`config.mk`:
```
export PLATFORM = sky130hd
export DESIGN_NAME = axi_lite_mem_master
export DESIGN_NICKNAME = d
export VERILOG_FILES = /design/src/rtl/axi_lite_mem_master.sv
export SDC_FILE = /design/constraint.sdc
export NUM_CORES = 1
export LEC_CHECK = 0
export ABC_CLOCK_PERIOD_IN_PS = 2400
export BUFFER_PORTS_ARGS = -buffer_cell sky130_fd_sc_hd__buf_2
export CAP_MARGIN = 5
export CORE_AREA = 8 8 185 187
export DETAILED_ROUTE_END_ITERATION = 12
export DIE_AREA = 0 0 193 195
export PLACE_DENSITY = 0.66
export SLEW_MARGIN = 5
export SYNTH_ARGS = -nofsm -noshare
export SYNTH_HDL_FRONTEND = slang
export SYNTH_SLANG_ARGS = --single-unit
```
`constraint.sdc`:
```
create_clock -name clk -period 2.4 [get_ports clk]
set_clock_uncertainty 0.15 [all_clocks]
set_input_delay 0.48 -clock clk [delete_from_list [all_inputs] [get_ports clk]]
set_output_delay 0.48 -clock clk [all_outputs]
set_load 0.005 [all_outputs]
```
`src/rtl/axi_lite_mem_master.sv`:
```
// axi_lite_mem_master: single-outstanding mem request port to AXI4-Lite master.
// One transaction in flight; completion, read data and error reported back.
module axi_lite_mem_master #(
    parameter int C_M_AXI_DATA_WIDTH = 64,
    parameter int C_M_AXI_ADDR_WIDTH = 64
) (
    input  logic                            clk,
    input  logic                            rstn,
    input  logic                            mem_ren,
    input  logic                            mem_wen,
    input  logic [C_M_AXI_ADDR_WIDTH-1:0]   mem_addr,
    input  logic [C_M_AXI_DATA_WIDTH-1:0]   mem_wdata,
    input  logic [C_M_AXI_DATA_WIDTH/8-1:0] mem_wmask,
    output logic [C_M_AXI_DATA_WIDTH-1:0]   mem_rdata,
    output logic                            mem_rvalid,
    output logic                            mem_wvalid,
    output logic                            mem_err,
    output logic [C_M_AXI_ADDR_WIDTH-1:0]   m_awaddr,
    output logic [2:0]                      m_awprot,
    output logic                            m_awvalid,
    input  logic                            m_awready,
    output logic [C_M_AXI_DATA_WIDTH-1:0]   m_wdata,
    output logic [C_M_AXI_DATA_WIDTH/8-1:0] m_wstrb,
    output logic                            m_wvalid,
    input  logic                            m_wready,
    input  logic [1:0]                      m_bresp,
    input  logic                            m_bvalid,
    output logic                            m_bready,
    output logic [C_M_AXI_ADDR_WIDTH-1:0]   m_araddr,
    output logic [2:0]                      m_arprot,
    output logic                            m_arvalid,
    input  logic                            m_arready,
    input  logic [C_M_AXI_DATA_WIDTH-1:0]   m_rdata,
    input  logic [1:0]                      m_rresp,
    input  logic                            m_rvalid,
    output logic                            m_rready
);

    localparam int STRB_W = C_M_AXI_DATA_WIDTH / 8;

    localparam logic [2:0] IDLE  = 3'd0;
    localparam logic [2:0] WADDR = 3'd1;
    localparam logic [2:0] WRESP = 3'd2;
    localparam logic [2:0] RADDR = 3'd3;
    localparam logic [2:0] RDATA = 3'd4;
    localparam logic [2:0] DONE  = 3'd5;

    logic [2:0]                    r_state;
    logic [C_M_AXI_ADDR_WIDTH-1:0] r_addr;
    logic [C_M_AXI_DATA_WIDTH-1:0] r_wdata;
    logic [STRB_W-1:0]             r_wmask;
    logic [C_M_AXI_DATA_WIDTH-1:0] r_rdata;
    logic                          r_awvalid;
    logic                          r_wvalid;
    logic                          r_arvalid;
    logic                          r_err;
    logic                          r_is_read;

    logic w_aw_hs;
    logic w_w_hs;
    logic w_aw_done;
    logic w_w_done;

    // A channel counts as done once its valid has dropped or it handshakes now.
    always_comb begin
        w_aw_hs   = r_awvalid & m_awready;
        w_w_hs    = r_wvalid & m_wready;
        w_aw_done = ~r_awvalid | w_aw_hs;
        w_w_done  = ~r_wvalid | w_w_hs;
    end

    // Transaction FSM with registered valids, address, data and response.
    always_ff @(posedge clk or negedge rstn) begin
        if (!rstn) begin
            r_state   <= IDLE;
            r_addr    <= '0;
            r_wdata   <= '0;
            r_wmask   <= '0;
            r_rdata   <= '0;
            r_awvalid <= 1'b0;
            r_wvalid  <= 1'b0;
            r_arvalid <= 1'b0;
            r_err     <= 1'b0;
            r_is_read <= 1'b0;
        end else begin
            case (r_state)
                IDLE: begin
                    if (mem_wen) begin
                        r_addr    <= mem_addr;
                        r_wdata   <= mem_wdata;
                        r_wmask   <= mem_wmask;
                        r_awvalid <= 1'b1;
                        r_wvalid  <= 1'b1;
                        r_is_read <= 1'b0;
                        r_state   <= WADDR;
                    end else if (mem_ren) begin
                        r_addr    <= mem_addr;
                        r_arvalid <= 1'b1;
                        r_is_read <= 1'b1;
                        r_state   <= RADDR;
                    end
                end
                WADDR: begin
                    if (w_aw_hs) r_awvalid <= 1'b0;
                    if (w_w_hs) r_wvalid <= 1'b0;
                    if (w_aw_done && w_w_done) r_state <= WRESP;
                end
                WRESP: begin
                    if (m_bvalid) begin
                        r_err   <= |m_bresp;
                        r_state <= DONE;
                    end
                end
                RADDR: begin
                    if (m_arready) begin
                        r_arvalid <= 1'b0;
                        r_state   <= RDATA;
                    end
                end
                RDATA: begin
                    if (m_rvalid) begin
                        r_rdata <= m_rdata;
                        r_err   <= |m_rresp;
                        r_state <= DONE;
                    end
                end
                DONE: r_state <= IDLE;
                default: r_state <= IDLE;
            endcase
        end
    end

    // Outputs come straight from registers or from the state decode.
    always_comb begin
        m_awaddr   = r_addr;
        m_araddr   = r_addr;
        m_wdata    = r_wdata;
        m_wstrb    = r_wmask;
        m_awvalid  = r_awvalid;
        m_wvalid   = r_wvalid;
        m_arvalid  = r_arvalid;
        m_awprot   = 3'b000;
        m_arprot   = 3'b000;
        m_bready   = (r_state == WRESP);
        m_rready   = (r_state == RDATA);
        mem_rdata  = r_rdata;
        mem_wvalid = (r_state == DONE) & ~r_is_read;
        mem_rvalid = (r_state == DONE) & r_is_read;
        mem_err    = (r_state == DONE) & r_err;
    end

endmodule

```
==> results.json <==
{
  "htree_levels": 1,
  "coreArea_um2": 31200,
  "ys_seq_area_share_pct": 61.5,
  "route.detailed.drc": 0,
  "async_flop_share_pct": 100,
  "grt_pass1_vias": 6533,
  "p_per_area_nw_per_um2": 1380,
  "grt_pass1_wl_um": 39800,
  "die_w_um": 193,
  "reg2reg_slack_ns": 0.48,
  "clock_latency_ns": 0.51,
  "seqPwrFrac_pct": 39.4,
  "yosys_warnings": 0,
  "worstHoldPathType": "in2reg",
  "cp_cell_sequence": "nor2b_2 > and3_1 > buf_2",
  "dieArea_um2": 37600,
  "antenna_left": 0,
  "cts_tree": "done",
  "cp_slowest_cell": "dfrtp_2",
  "yosysTopAreaCellShare_pct": 61.5,
  "synth_edf_count": 0,
  "grt_overflow_total": 0,
  "syn_inst": 557,
  "netlist_area_um2": 8460,
  "synth_top_flop_cell": "dfrtp_1",
  "via_count": 6007,
  "grtUsageTotal_pct": 13.7,
  "die_h_um": 195,
  "root_buffer": "clkbuf_16",
  "slew_violations": 0,
  "finalSetupTns_ns": 0,
  "wl_per_cell_um": 19.4,
  "initial_core_util_pct": 27.1,
  "min_from": "mem_addr[24]",
  "clock.fmax_mhz": 439,
  "cp.required_ns": 1.77,
  "hpwl_um": 21900,
  "synth_largest_area_cell": "dfrtp_1",
  "synth_area_leaders": "dfrtp_1 62%, mux2_2 25%, buf_4 6.2%",
  "final.min_clock_period_ns": 2.28,
  "syn2layout_area_growth_pct": 39.1,
  "grt_max_degree": 70,
  "power.leakage_uw": 0.00582,
  "numClockSinks": 208,
  "arrival_ns": 1.65,
  "num_rows": 65,
  "clk_pin_slew_ns": 0.06,
  "yosysMostFrequentCell": "dfrtp_1",
  "post_cts_buffers": 0,
  "viasPerCell": 4.24,
  "gp_congestion": 0.743,
  "p_comb_share_pct": 37.5,
  "power_switching_uw": 5160,
  "worstPathMaxFanout": 12,
  "hold_depth": 2,
  "critPathKind": "reg2out",
  "nNetsFinal": 1206,
  "outcome": "finished clean",
  "reg2regPathDepth": 3,
  "hold-path-endpoint": "m_araddr[24]",
  "end_kind": "primary output",
  "swShare_pct": 31.7,
  "peakVddDrop_mv": 0.696,
  "drive_above_1_share_pct": 72.1,
  "final-hold-violation-count": 0,
  "synthTopCellsByCount": "208 x dfrtp_1, 189 x mux2_2, 70 x buf_4, 17 x buf_2, 12 x mux2_1",
  "cpPeakStageDelay_ns": 0.50,
  "cts.path.max_buffers": 3,
  "io_buffer_count": 484,
  "firstDrtPassIters": 7,
  "r2r_start": "r_state[0]",
  "rsz0062_at_grt": "no",
  "p_int_uw": 11100,
  "min_period_over_period_pct": 94.9,
  "hold_slack_ns": 0.0345,
  "wirelength_um": 27400,
  "synth_cell_types": 27,
  "rr_endpoint": "m_araddr[43]",
  "cts-buffers-inserted": 25,
  "setup_violations": 0,
  "antenna_found_initial": 11,
  "synth-seq-cells": 208,
  "syn_avg_cell_area_um2": 15.2,
  "critPathLaunchType": "register",
  "io_pins": 491,
  "drt_iter0_markers": 134,
  "cap_violations": 0,
  "power_frac_clock_pct": 23.1
}
[sequential cells by signal, summed over array words and instances, names as in the netlist]
name	count
mem_rdata	64
r_is_read	1
m_wvalid	1
m_wdata	64
r_state	3
m_awvalid	1
m_araddr	64
r_err	1
m_arvalid	1
m_wstrb	8
[critical path, delay by kind of cell, from the launching register on]
| family | cells | cell delay (ns) |
|---|---|---|
| buffers and inverters | 1 | 0.17 |
| DFF | 1 | 0.50 |
| and+or+nand+nor | 2 | 0.46 |
[power by group through the flow]
stage	combinational, uW	clock (uW)	sequential [uW]
floorplan	3540	0	6470
global placement	6190	0	6380
detailed placement	6280	0	6470
CTS	6300	3910	6440
global route	6640	4050	6680
finish	6100	3750	6420
[logic make-up (layout without fill, tap and decap cells)]
| group | Yosys count | in the layout | synth area share [%] |
|---|---|---|---|
| muxes | 201 | 201 | 26.7 |
| other | 1 | 10 | 0.0443 |
| DFF | 208 | 208 | 61.5 |
| buffers and inverters | 97 | 545 | 8.19 |
| AOI/OAI and AO/OA | 19 | 19 | 1.42 |
| and+or+nand+nor | 31 | 31 | 2.10 |
[layout make-up]
type | instances | area, um2
inverters | 3 | 11.3
diodes | 4 | 10.0
well taps | 402 | 503
clock buffers | 35 | 713
flip-flops and latches | 208 | 5210
clock inverters | 9 | 109
multi-input cells | 257 | 2590
repair buffers | 498 | 2630
fillers | 3035 | 19500
[cell usage in the layout, fill, tap and decap left out, types with 2 or more instances in the layout]
master         count
clkbuf_16         25
clkinv_2           3
dfrtp_1          206
o21ai_0            7
a21oi_1            3
dfrtp_2            2
clkbuf_1           5
clkbuf_8           5
mux2_1            12
nand2_1            9
and3_1             2
dlygate4sd3_1      5
nor2_1             8
nor4_4             2
conb_1             6
inv_1              3
nor2b_1            2
diode_2            4
a31oi_1            2
clkinvlp_4         3
buf_4              3
bufinv_16          2
mux2_2           189
buf_2            483
buf_12             6
nand2b_1           3
[layer usage]
layer | vias up | part of all wire (%) | GRT usage, %
met5 | - | 0.24 | 0
met4 | 10 | 2.2 | 3.93
met3 | 50 | 12 | 5.84
met2 | 326 | 51 | 25.1
met1 | 2882 | 34 | 14.0
li1 | 2739 | - | -
[worst max path at each step]
stage	from	endpoint	cells after the start
2_1_floorplan	r_state[0]	m_araddr[14]	4
4_1_cts	r_state[0]	m_rready	3
5_1_grt	r_state[2]	mem_err	3
3_3_place_gp	mem_wen	m_wdata[10]	5
6_report	r_state[2]	mem_err	3
3_5_place_dp	r_state[0]	mem_rdata[46]	4
[metrics by stage]
stage               total power (uW)  utilization [%]  instance area, um2  setup WS, ns  cells
global placement               12600             34.8               10900         0.446   1363
global route                   17400             37.7               11800        0.0120   1414
CTS                            16600             37.6               11800        0.0109   1412
floorplan                      10000                -                8480         0.456    562
finish                         16300             37.7               11800         0.123   1416
detailed placement             12800             34.8               10900         0.425   1363
[what timing repair did]
| action | CTS | global route |
|---|---|---|
| hold buffers | 5 | 0 |
| pin swaps | 0 | 0 |
| gates cloned | 0 | 0 |
| resized for setup | 2 | 2 |
| hold endpoints to repair | 38 | 0 |
| endpoints found under the setup margin | 3 | 1 |
Power figures use the tool's default switching activity.
